### src/rtl/dma_bus_if.sv
// Read/write request-response bus between the DMA engine and memory.
// Every channel is a valid/ready handshake: a transfer happens on a rising
// edge where both valid and ready are high; once raised, valid and its
// payload stay stable until that edge (reset excepted).
interface dma_bus_if #(
  parameter int ADDR_WIDTH = 32,
  parameter int DATA_WIDTH = 32
);
  logic                  rd_req_valid;
  logic                  rd_req_ready;
  logic [ADDR_WIDTH-1:0] rd_req_addr;
  logic                  rd_rsp_valid;
  logic                  rd_rsp_ready;
  logic [DATA_WIDTH-1:0] rd_rsp_data;
  logic                  rd_rsp_err;
  logic                  wr_req_valid;
  logic                  wr_req_ready;
  logic [ADDR_WIDTH-1:0] wr_req_addr;
  logic [DATA_WIDTH-1:0] wr_req_data;
  logic                  wr_rsp_valid;
  logic                  wr_rsp_ready;
  logic                  wr_rsp_err;

  modport master (
    output rd_req_valid, rd_req_addr, rd_rsp_ready,
    output wr_req_valid, wr_req_addr, wr_req_data, wr_rsp_ready,
    input  rd_req_ready, rd_rsp_valid, rd_rsp_data, rd_rsp_err,
    input  wr_req_ready, wr_rsp_valid, wr_rsp_err
  );

  modport slave (
    input  rd_req_valid, rd_req_addr, rd_rsp_ready,
    input  wr_req_valid, wr_req_addr, wr_req_data, wr_rsp_ready,
    output rd_req_ready, rd_rsp_valid, rd_rsp_data, rd_rsp_err,
    output wr_req_ready, wr_rsp_valid, wr_rsp_err
  );
endinterface

### src/rtl/dma_transfer_ctrl.sv
// Single-beat-at-a-time copy engine: reads one word from src, writes it to
// dst, and repeats until length bytes are moved or a slave reports an error.
module dma_transfer_ctrl #(
  parameter int ADDR_WIDTH = 32,
  parameter int DATA_WIDTH = 32,
  parameter int LEN_WIDTH  = 32
) (
  input  logic                  ACLK,
  input  logic                  ARESET,
  input  logic                  start,
  input  logic                  irq_enable,
  input  logic [ADDR_WIDTH-1:0] src_addr,
  input  logic [ADDR_WIDTH-1:0] dst_addr,
  input  logic [LEN_WIDTH-1:0]  length,
  output logic                  busy,
  output logic                  done,
  output logic                  error,
  output logic                  irq,
  output logic [2:0]            dbg_state,
  dma_bus_if.master             bus
);

  localparam int BPB = DATA_WIDTH / 8;
  localparam int OFF = $clog2(BPB);
  localparam logic [ADDR_WIDTH-1:0] BPB_A = ADDR_WIDTH'(BPB);
  localparam logic [LEN_WIDTH-1:0]  BPB_L = LEN_WIDTH'(BPB);

  typedef enum logic [2:0] {
    IDLE    = 3'd0,
    RD_ADDR = 3'd1,
    RD_DATA = 3'd2,
    WR_REQ  = 3'd3,
    WR_RESP = 3'd4
  } state_t;

  state_t                state;
  logic [ADDR_WIDTH-1:0] src_q;
  logic [ADDR_WIDTH-1:0] dst_q;
  logic [LEN_WIDTH-1:0]  rem_q;
  logic [DATA_WIDTH-1:0] data_q;
  logic                  misaligned;

  // Any nonzero low bit in src, dst or length means a partial beat.
  assign misaligned = (|src_addr[OFF-1:0]) | (|dst_addr[OFF-1:0]) | (|length[OFF-1:0]);

  // Request payloads come straight from registers, so they cannot move during a stall.
  assign bus.rd_req_addr = src_q;
  assign bus.wr_req_addr = dst_q;
  assign bus.wr_req_data = data_q;
  assign dbg_state       = state;

  // Transfer FSM; all status and handshake outputs are registered here.
  always_ff @(posedge ACLK or posedge ARESET) begin
    if (ARESET) begin
      state            <= IDLE;
      busy             <= 1'b0;
      done             <= 1'b0;
      error            <= 1'b0;
      irq              <= 1'b0;
      bus.rd_req_valid <= 1'b0;
      bus.rd_rsp_ready <= 1'b0;
      bus.wr_req_valid <= 1'b0;
      bus.wr_rsp_ready <= 1'b0;
      src_q            <= '0;
      dst_q            <= '0;
      rem_q            <= '0;
      data_q           <= '0;
    end else begin
      irq <= 1'b0;
      case (state)
        IDLE: begin
          if (start) begin
            src_q <= src_addr;
            dst_q <= dst_addr;
            rem_q <= length;
            done  <= 1'b0;
            error <= 1'b0;
            if (length == '0) begin
              done <= 1'b1;
              irq  <= irq_enable;
            end else if (misaligned) begin
              done  <= 1'b1;
              error <= 1'b1;
              irq   <= irq_enable;
            end else begin
              busy             <= 1'b1;
              bus.rd_req_valid <= 1'b1;
              state            <= RD_ADDR;
            end
          end
        end
        RD_ADDR: begin
          if (bus.rd_req_ready) begin
            bus.rd_req_valid <= 1'b0;
            bus.rd_rsp_ready <= 1'b1;
            state            <= RD_DATA;
          end
        end
        RD_DATA: begin
          if (bus.rd_rsp_valid) begin
            bus.rd_rsp_ready <= 1'b0;
            if (bus.rd_rsp_err) begin
              busy  <= 1'b0;
              done  <= 1'b1;
              error <= 1'b1;
              irq   <= irq_enable;
              state <= IDLE;
            end else begin
              data_q           <= bus.rd_rsp_data;
              bus.wr_req_valid <= 1'b1;
              state            <= WR_REQ;
            end
          end
        end
        WR_REQ: begin
          if (bus.wr_req_ready) begin
            bus.wr_req_valid <= 1'b0;
            bus.wr_rsp_ready <= 1'b1;
            state            <= WR_RESP;
          end
        end
        WR_RESP: begin
          if (bus.wr_rsp_valid) begin
            bus.wr_rsp_ready <= 1'b0;
            if (bus.wr_rsp_err) begin
              busy  <= 1'b0;
              done  <= 1'b1;
              error <= 1'b1;
              irq   <= irq_enable;
              state <= IDLE;
            end else begin
              // Addresses wrap naturally at 2^ADDR_WIDTH.
              src_q <= src_q + BPB_A;
              dst_q <= dst_q + BPB_A;
              rem_q <= rem_q - BPB_L;
              if (rem_q == BPB_L) begin
                busy  <= 1'b0;
                done  <= 1'b1;
                irq   <= irq_enable;
                state <= IDLE;
              end else begin
                bus.rd_req_valid <= 1'b1;
                state            <= RD_ADDR;
              end
            end
          end
        end
        default: state <= IDLE;
      endcase
    end
  end

endmodule

### src/flat_wrapper.sv
// flat-port wrapper written by rule: the top's interface ports become plain ports
module dma_transfer_ctrl_flat 
#(
  parameter int ADDR_WIDTH = 32,
  parameter int DATA_WIDTH = 32,
  parameter int LEN_WIDTH  = 32
)
  (ACLK, ARESET, start, irq_enable, src_addr, dst_addr, length, busy, done, error, irq, dbg_state, bus_rd_req_valid, bus_rd_req_addr, bus_rd_rsp_ready, bus_wr_req_valid, bus_wr_req_addr, bus_wr_req_data, bus_wr_rsp_ready, bus_rd_req_ready, bus_rd_rsp_valid, bus_rd_rsp_data, bus_rd_rsp_err, bus_wr_req_ready, bus_wr_rsp_valid, bus_wr_rsp_err);
  dma_bus_if #(.ADDR_WIDTH(ADDR_WIDTH), .DATA_WIDTH(DATA_WIDTH)) bus_i ();
  input  logic ACLK;
  input  logic ARESET;
  input  logic start;
  input  logic irq_enable;
  input  logic [ADDR_WIDTH-1:0] src_addr;
  input  logic [ADDR_WIDTH-1:0] dst_addr;
  input  logic [LEN_WIDTH-1:0] length;
  output logic busy;
  output logic done;
  output logic error;
  output logic irq;
  output logic [2:0] dbg_state;
  output wire logic [$bits(bus_i.rd_req_valid)-1:0] bus_rd_req_valid;
  output wire logic [$bits(bus_i.rd_req_addr)-1:0] bus_rd_req_addr;
  output wire logic [$bits(bus_i.rd_rsp_ready)-1:0] bus_rd_rsp_ready;
  output wire logic [$bits(bus_i.wr_req_valid)-1:0] bus_wr_req_valid;
  output wire logic [$bits(bus_i.wr_req_addr)-1:0] bus_wr_req_addr;
  output wire logic [$bits(bus_i.wr_req_data)-1:0] bus_wr_req_data;
  output wire logic [$bits(bus_i.wr_rsp_ready)-1:0] bus_wr_rsp_ready;
  input wire logic [$bits(bus_i.rd_req_ready)-1:0] bus_rd_req_ready;
  input wire logic [$bits(bus_i.rd_rsp_valid)-1:0] bus_rd_rsp_valid;
  input wire logic [$bits(bus_i.rd_rsp_data)-1:0] bus_rd_rsp_data;
  input wire logic [$bits(bus_i.rd_rsp_err)-1:0] bus_rd_rsp_err;
  input wire logic [$bits(bus_i.wr_req_ready)-1:0] bus_wr_req_ready;
  input wire logic [$bits(bus_i.wr_rsp_valid)-1:0] bus_wr_rsp_valid;
  input wire logic [$bits(bus_i.wr_rsp_err)-1:0] bus_wr_rsp_err;
  assign bus_rd_req_valid = bus_i.rd_req_valid;
  assign bus_rd_req_addr = bus_i.rd_req_addr;
  assign bus_rd_rsp_ready = bus_i.rd_rsp_ready;
  assign bus_wr_req_valid = bus_i.wr_req_valid;
  assign bus_wr_req_addr = bus_i.wr_req_addr;
  assign bus_wr_req_data = bus_i.wr_req_data;
  assign bus_wr_rsp_ready = bus_i.wr_rsp_ready;
  assign bus_i.rd_req_ready = bus_rd_req_ready;
  assign bus_i.rd_rsp_valid = bus_rd_rsp_valid;
  assign bus_i.rd_rsp_data = bus_rd_rsp_data;
  assign bus_i.rd_rsp_err = bus_rd_rsp_err;
  assign bus_i.wr_req_ready = bus_wr_req_ready;
  assign bus_i.wr_rsp_valid = bus_wr_rsp_valid;
  assign bus_i.wr_rsp_err = bus_wr_rsp_err;
  dma_transfer_ctrl #(.ADDR_WIDTH(ADDR_WIDTH), .DATA_WIDTH(DATA_WIDTH), .LEN_WIDTH(LEN_WIDTH)) u_core (.ACLK(ACLK), .ARESET(ARESET), .start(start), .irq_enable(irq_enable), .src_addr(src_addr), .dst_addr(dst_addr), .length(length), .busy(busy), .done(done), .error(error), .irq(irq), .dbg_state(dbg_state), .bus(bus_i));
endmodule
### config.mk
export PLATFORM = sky130hd
export DESIGN_NAME = dma_transfer_ctrl_flat
export DESIGN_NICKNAME = d
export VERILOG_FILES = /design/src/rtl/dma_bus_if.sv /design/src/rtl/dma_transfer_ctrl.sv /design/src/flat_wrapper.sv
export SDC_FILE = /design/constraint.sdc
export NUM_CORES = 1
export LEC_CHECK = 0
export ABC_AREA = 1
export CORE_ASPECT_RATIO = 2
export CORE_MARGIN = 2
export CORE_UTILIZATION = 50
export CTS_BUF_LIST = sky130_fd_sc_hd__clkbuf_2
export DETAILED_ROUTE_END_ITERATION = 10
export PLACE_DENSITY = 0.83
export SLEW_MARGIN = 15
export SYNTH_ARGS = -nofsm -noshare
export SYNTH_HDL_FRONTEND = slang
export SYNTH_SLANG_ARGS = --single-unit
### constraint.sdc
create_clock -name ACLK -period 5.7 [get_ports ACLK]
set_clock_uncertainty 0.05 [all_clocks]
set_input_delay 1.14 -clock ACLK [delete_from_list [all_inputs] [get_ports ACLK]]
set_output_delay 1.14 -clock ACLK [all_outputs]
set_load 0.01 [all_outputs]
==> flow_metrics.tcl <==
set metrics [dict create \
    synth_area_mm2 0.00860 \
    cts_buffer_depth 2 \
    vias_per_cell 5.57 \
    synth_nets 1387 \
    finalHoldViolCount 0 \
    cts_buffers 17 \
    cp_cell_sequence "nor2_2, nand2_2, inv_4, buf_4, nand2_1, nor3_1, nand2_1, o21ai_0, a21oi_1" \
    core_mm2 0.0168 \
    cts_hold_buf 0 \
    yosysWarnings 0 \
    ff2ff_setup_slack_ns 2.32 \
    drv_slew 0 \
    via_count 9416 \
    yosysUniqueCellTypes 38 \
    final.min_clock_period_ns 3.38 \
    rows 67 \
    hp-start "u_core.busy" \
    powerDensity_mw_per_mm2 484 \
    cts_tree "built" \
    cts_root_buffer "clkbuf_2" \
    yosys-top-cells-area "dfrtp_1, nand2_1, nor2_1" \
    grt_pass1_vias 9573 \
    yosysTopAreaCellShare_pct 40.4 \
    grt_max_degree 100 \
    syn_inst 1245 \
    netlist_top_cells_count "nand2_1, nor2_1, dfrtp_1, inv_1, o21ai_0" \
    start_util_pct 51.3 \
    antenna_found_initial 1 \
    place_area_mm2 0.0112 \
    power.leakage_nw 5.05 \
    drt_wl_total_um 28100 \
    drt_iter0_markers 561 \
    die-area_mm2 0.0183 \
    finalSetupTns_ns 0 \
    r2r-end "u_core.bus.rd_req_addr[10]" \
    min_to "u_core.busy" \
    ctsResizeCount 0 \
    worst-setup-path-type "reg2reg" \
    grtUsageTotal_pct 30.5 \
    synth.largest_area_cell "dfrtp_1" \
    worstMarginPinSlew_ns 0.977 \
    crit_path_start_kind "register" \
    area_growth_pct 32.9 \
    design_area_mm2 0.0114 \
    post-route-period-util_pct 59.2 \
    cp_common_cell "nand2_1" \
    cts_setup_buffers 0 \
    setup_viol 0 \
    crit_fanout 86 \
    clock-sinks 139 \
    status "completed" \
    min_path_type "reg2reg" \
    clock_latency_ns 0.74 \
    rsz0062_at_grt "no" \
    synth-edff-count 0 \
    cts_htree_levels 4 \
    yosysMostFrequentCell "nand2_1" \
    gp_congestion 1.02 \
    ys_seq_area_share_pct 40.4 \
    overflow 0 \
    critical_path_arrival_ns 3.95 \
    max_stage_delay_ns 0.74 \
    syn_area_per_cell_um2 6.91 \
    die_h_um 190 \
    synthArstFlopShare_pct 100 \
    ys_ff_latch 139 \
    die_x_um 96.8 \
    cp-end-kind "register" \
    rr_worst_depth 9 \
    maxCapViolations 0 \
    crit_required_ns 6.28 \
    clkTransAtPathRegs_ns 0.26 \
    detail-route-antenna-nets 0 \
    ioPinCount 245 \
    wl_per_cell_um 16.6 \
    port_buffers 244 \
    synth_ff_type "dfrtp_1" \
    drive_above_1_share_pct 5.66 \
    max_freq_ghz 0.296 \
    grt_pass1_wl_um 45300 \
    first_pass_iters 5 \
    peakVddDrop_mv 0.539 \
    final_nets 1613 \
    hpwlAfterDp_um 20800 \
    hold_path_depth 2 \
    drc 0 \
    timing.slew.headroom_pct 34.7 \
    timing.rr.start "u_core.dbg_state[1]" \
    worst_path_max_delay_cell "buf_4" \
]
-- worst max-delay path: cells and delay by family, from the launching register on --
family | cells | cell delay [ns]
simple gates | 5 | 1.12
flops | 1 | 0.53
compound gates | 2 | 0.16
buf+inv | 2 | 1.34
-- cell usage in the layout (no fill, tap or decap), types with 5 or more instances in the layout --
cell             count
nand2_1            325
nand2_2              5
a21oi_1             45
mux2_2              28
buf_4                5
nand3_1             77
inv_1              124
xor2_1              13
dfrtp_1            139
o21ai_0             94
clkdlybuf4s50_1    244
a22oi_1              5
clkbuf_2            17
inv_6                7
nor2_1             223
o21ai_1             12
nand4_1             22
o22ai_1             24
nor3_1              24
-- routing by layer --
metal	share of wire [%]	wire [um]	vias to the layer above	track usage, %
li1	-	-	4489	-
met5	0	0	-	0
met4	6.9	1950	0	21.3
met1	35	9750	4342	31.6
met3	5.6	1580	132	4.80
met2	53	14800	453	55.3
-- where the power goes --
part           internal (mW)  switching (mW)
logic                   1.31            1.60
clock network          0.219           0.438
registers               1.46           0.516
total                   2.98            2.55
-- through the flow --
step                      hold WS, ns  total power, mW  utilization (%)  setup slack, ns  cells
after floorplan                 0.393             3.54                -            0.785   1245
after global placement          0.406             4.77             66.6             2.24   1659
after detailed placement        0.410             4.87             66.6             2.21   1659
after CTS                       0.463             5.53             68.2             2.40   1691
after global routing            0.499             5.96             68.2             1.96   1692
final                           0.462             5.53             68.2             2.32   1692
-- state kept, by name (all words and copies together), names as in the netlist, 3 cells and up --
register                cells
u_core.bus.wr_req_addr     32
u_core.bus.rd_req_addr     32
u_core.dbg_state            3
u_core.rem_q               32
u_core.bus.wr_req_data     32
-- final cells by class --
type,count,area (um2)
inverters,127,484
flip-flops and latches,139,3480
repair buffers,250,2500
well taps,207,259
diodes,1,2.50
clock buffers,17,85.1
fillers,1500,5330
clock inverters,15,175
multi-input cells,936,4450
-- worst max path at each step --
stage | start | to | slack (ns) | depth (start not counted)
2_1_floorplan | ARESET | u_core.bus.rd_req_addr[0] | 0.79 | 1
3_3_place_gp | start | u_core.rem_q[23] | 2.24 | 9
3_5_place_dp | start | u_core.rem_q[23] | 2.21 | 9
4_1_cts | u_core.dbg_state[1] | u_core.rem_q[23] | 2.40 | 10
5_1_grt | u_core.dbg_state[1] | u_core.rem_q[23] | 1.96 | 10
6_report | u_core.dbg_state[1] | u_core.bus.rd_req_addr[10] | 2.32 | 9
-- cell families after synthesis --
kind of cell | after synthesis | synth area share [%]
AOI/OAI and AO/OA | 194 | 12.3
xor gates and xnor gates | 15 | 1.53
adders and majority gates | 4 | 0.582
buffers and inverters | 170 | 7.97
DFF | 139 | 40.4
muxes | 32 | 4.19
and+or+nand+nor | 691 | 33.0
Note: power is estimated with default switching activity, not from simulation.
==> edit, RTL diff (same flow settings) <==
Register the output `error` once more; this adds one clock of latency there. The other outputs are not delayed to match.
--- a/src/rtl/dma_transfer_ctrl.sv
+++ b/src/rtl/dma_transfer_ctrl.sv
@@ -35,2 +35,4 @@
 
+  logic error_s0;
+
   state_t                state;
@@ -57,3 +59,3 @@
       done             <= 1'b0;
-      error            <= 1'b0;
+      error_s0         <= 1'b0;
       irq              <= 1'b0;
@@ -76,3 +78,3 @@
             done  <= 1'b0;
-            error <= 1'b0;
+            error_s0 <= 1'b0;
             if (length == '0) begin
@@ -82,3 +84,3 @@
               done  <= 1'b1;
-              error <= 1'b1;
+              error_s0 <= 1'b1;
               irq   <= irq_enable;
@@ -104,3 +106,3 @@
               done  <= 1'b1;
-              error <= 1'b1;
+              error_s0 <= 1'b1;
               irq   <= irq_enable;
@@ -127,3 +129,3 @@
               done  <= 1'b1;
-              error <= 1'b1;
+              error_s0 <= 1'b1;
               irq   <= irq_enable;
@@ -152,2 +154,6 @@
 
+  always_ff @(posedge ACLK) begin
+    error <= error_s0;
+  end
+
 endmodule
Behaviour: not the same (Yosys sat finds a counterexample within 4 cycles, from zero or initial values and one cycle with ARESET high).
==> edit against the original RTL <==
- synthesized area grew 1.3%
- wire length rose by 1.8%
- critical endpoint is now u_core.bus.rd_req_addr[7]
- non-clock buffer count did not move
- critical path depth is 1 lower
- largest cell class unchanged
- largest power group unchanged
- worst setup slack better by 0.071 ns
- final area rose by 0.93%
- total power is 2.3% higher
- sequential share of layout area down 0.11 points
- clock power grew 4.4%
- sequential cell count increased by 1
- count of clock-buffer cells in the layout is the same
- first-iteration DRC count shrank 11%
==> edit: results <==
set metrics [dict create \
    status "complete, no violations" \
    r2r_start "u_core.dbg_state[0]" \
    synth_cells 1274 \
    drt_iter0_markers 501 \
    nFillCells 1487 \
    viasPerCell 5.519 \
    synthArstFlopShare_pct 99.29 \
    irDropWorstVdd_mv 0.3757 \
    grtUsageMet1_pct 29.82 \
    relSlewSlack_pct 30.53 \
    vias 9510 \
    min_to "u_core.error" \
    placedCellCount 1689 \
    synth_top_cells_by_area "dfrtp_1 (40%), nand2_1 (15%), nor2_1 (10%)" \
    grt_max_degree 103 \
    dp_hpwl_um 21430 \
    intPower_mw 3.100 \
    pre_cts_slack_ns 2.227 \
    gp_congestion 0.9890 \
    grt_pass1_wl_um 45770 \
    holdPathStages 0 \
    syn_nets 1416 \
    regArea_mm2 0.003498 \
    use_met2_pct 58.39 \
    clk_latency_ns 0.70 \
    yosysSeqAreaShare_pct 40.16 \
    worstPathArrival_ns 3.91 \
    placed_cell_area_mm2 0.01126 \
    p_leak_nw 5.084 \
    first_global_vias 9686 \
    drt_wl_total_um 28560 \
    first_pass_iters 6 \
]
edit: changes by cell type after synthesis, moves of 3 or more:
cell      before  now
a22oi_1        5    8
o22ai_1       24   17
o21ai_1       12   20
clkbuf_1      10   16
nor2_2         4    1
nor2_1       223  235
mux2_2        28   32
nand3_1       77   71
mux2_1         4    0
buf_2         29   21
nand2_1      326  351
inv_1        125  119
edit: worst max-delay path by stage:
stage / end / slack (ns) / from
2_1_floorplan: u_core.bus.rd_req_addr[0] / 0.79 / ARESET
4_1_cts: u_core.bus.rd_req_addr[7] / 2.43 / u_core.dbg_state[0]
3_5_place_dp: u_core.bus.rd_req_addr[7] / 2.23 / bus_wr_rsp_valid
3_3_place_gp: u_core.rem_q[23] / 2.35 / bus_wr_rsp_valid
6_report: u_core.bus.rd_req_addr[7] / 2.39 / u_core.dbg_state[0]
5_1_grt: u_core.bus.rd_req_addr[7] / 2.09 / u_core.dbg_state[0]
edit: routing by layer:
layer / wire length, µm / up-vias
met5: 0 / -
met3: 1607 / 124
met1: 9393 / 4396
met4: 2033 / 0
met2: 15530 / 429
li1: - / 4561
edit: kinds of logic (layout without fill, tap and decap cells):
kind of cell / after synthesis / after routing / share of synthesized area (%)
muxes: 32 / 32 / 4.137
and+or+nand+nor: 722 / 722 / 33.98
adders and majority gates: 4 / 4 / 0.5746
AOI/OAI and AO/OA: 192 / 192 / 11.75
xor gates and xnor gates: 16 / 16 / 1.609
other: 0 / 2 / 0
buffers and inverters: 168 / 405 / 7.785
DFF: 140 / 140 / 40.16
edit: stage by stage:
step                      total power [mW]  hold WS [ns]
after floorplan                      3.619        0.2979
after global placement               4.879        0.3351
after detailed placement             4.981        0.3193
after CTS                            5.679        0.4004
after global routing                 6.084        0.4196
final                                5.662        0.3956
edit: power groups by stage:
stage / Combinational (mW) / Clock [mW] / Sequential [mW]
global placement: 2.89 / 0 / 1.99
floorplan: 1.58 / 0 / 2.04
CTS: 2.99 / 0.704 / 1.99
global route: 3.30 / 0.734 / 2.05
detailed placement: 2.98 / 0 / 2.01
finish: 2.98 / 0.686 / 2.00
edit: critical path, stage by stage, from the launching register on:
cell and delay (ns):
dfrtp_1 0.48, inv_1 0.17, nand2_4 0.11, nor2_8 0.70
nand2_2 0.23, a21oi_4 0.20, buf_4 0.73, o21ai_0 0.24
o21ai_0 0.25
edit: area by class of cell:
type / instances / area share [%]
Multi-Input combinational cell: 966 / 39.35
Sequential cell: 140 / 30.31
Timing Repair Buffer: 250 / 21.55
Inverter: 123 / 4.044
Tap cell: 210 / 2.277
Clock inverter: 15 / 1.680
Clock buffer: 17 / 0.7372
Antenna cell: 2 / 0.04337
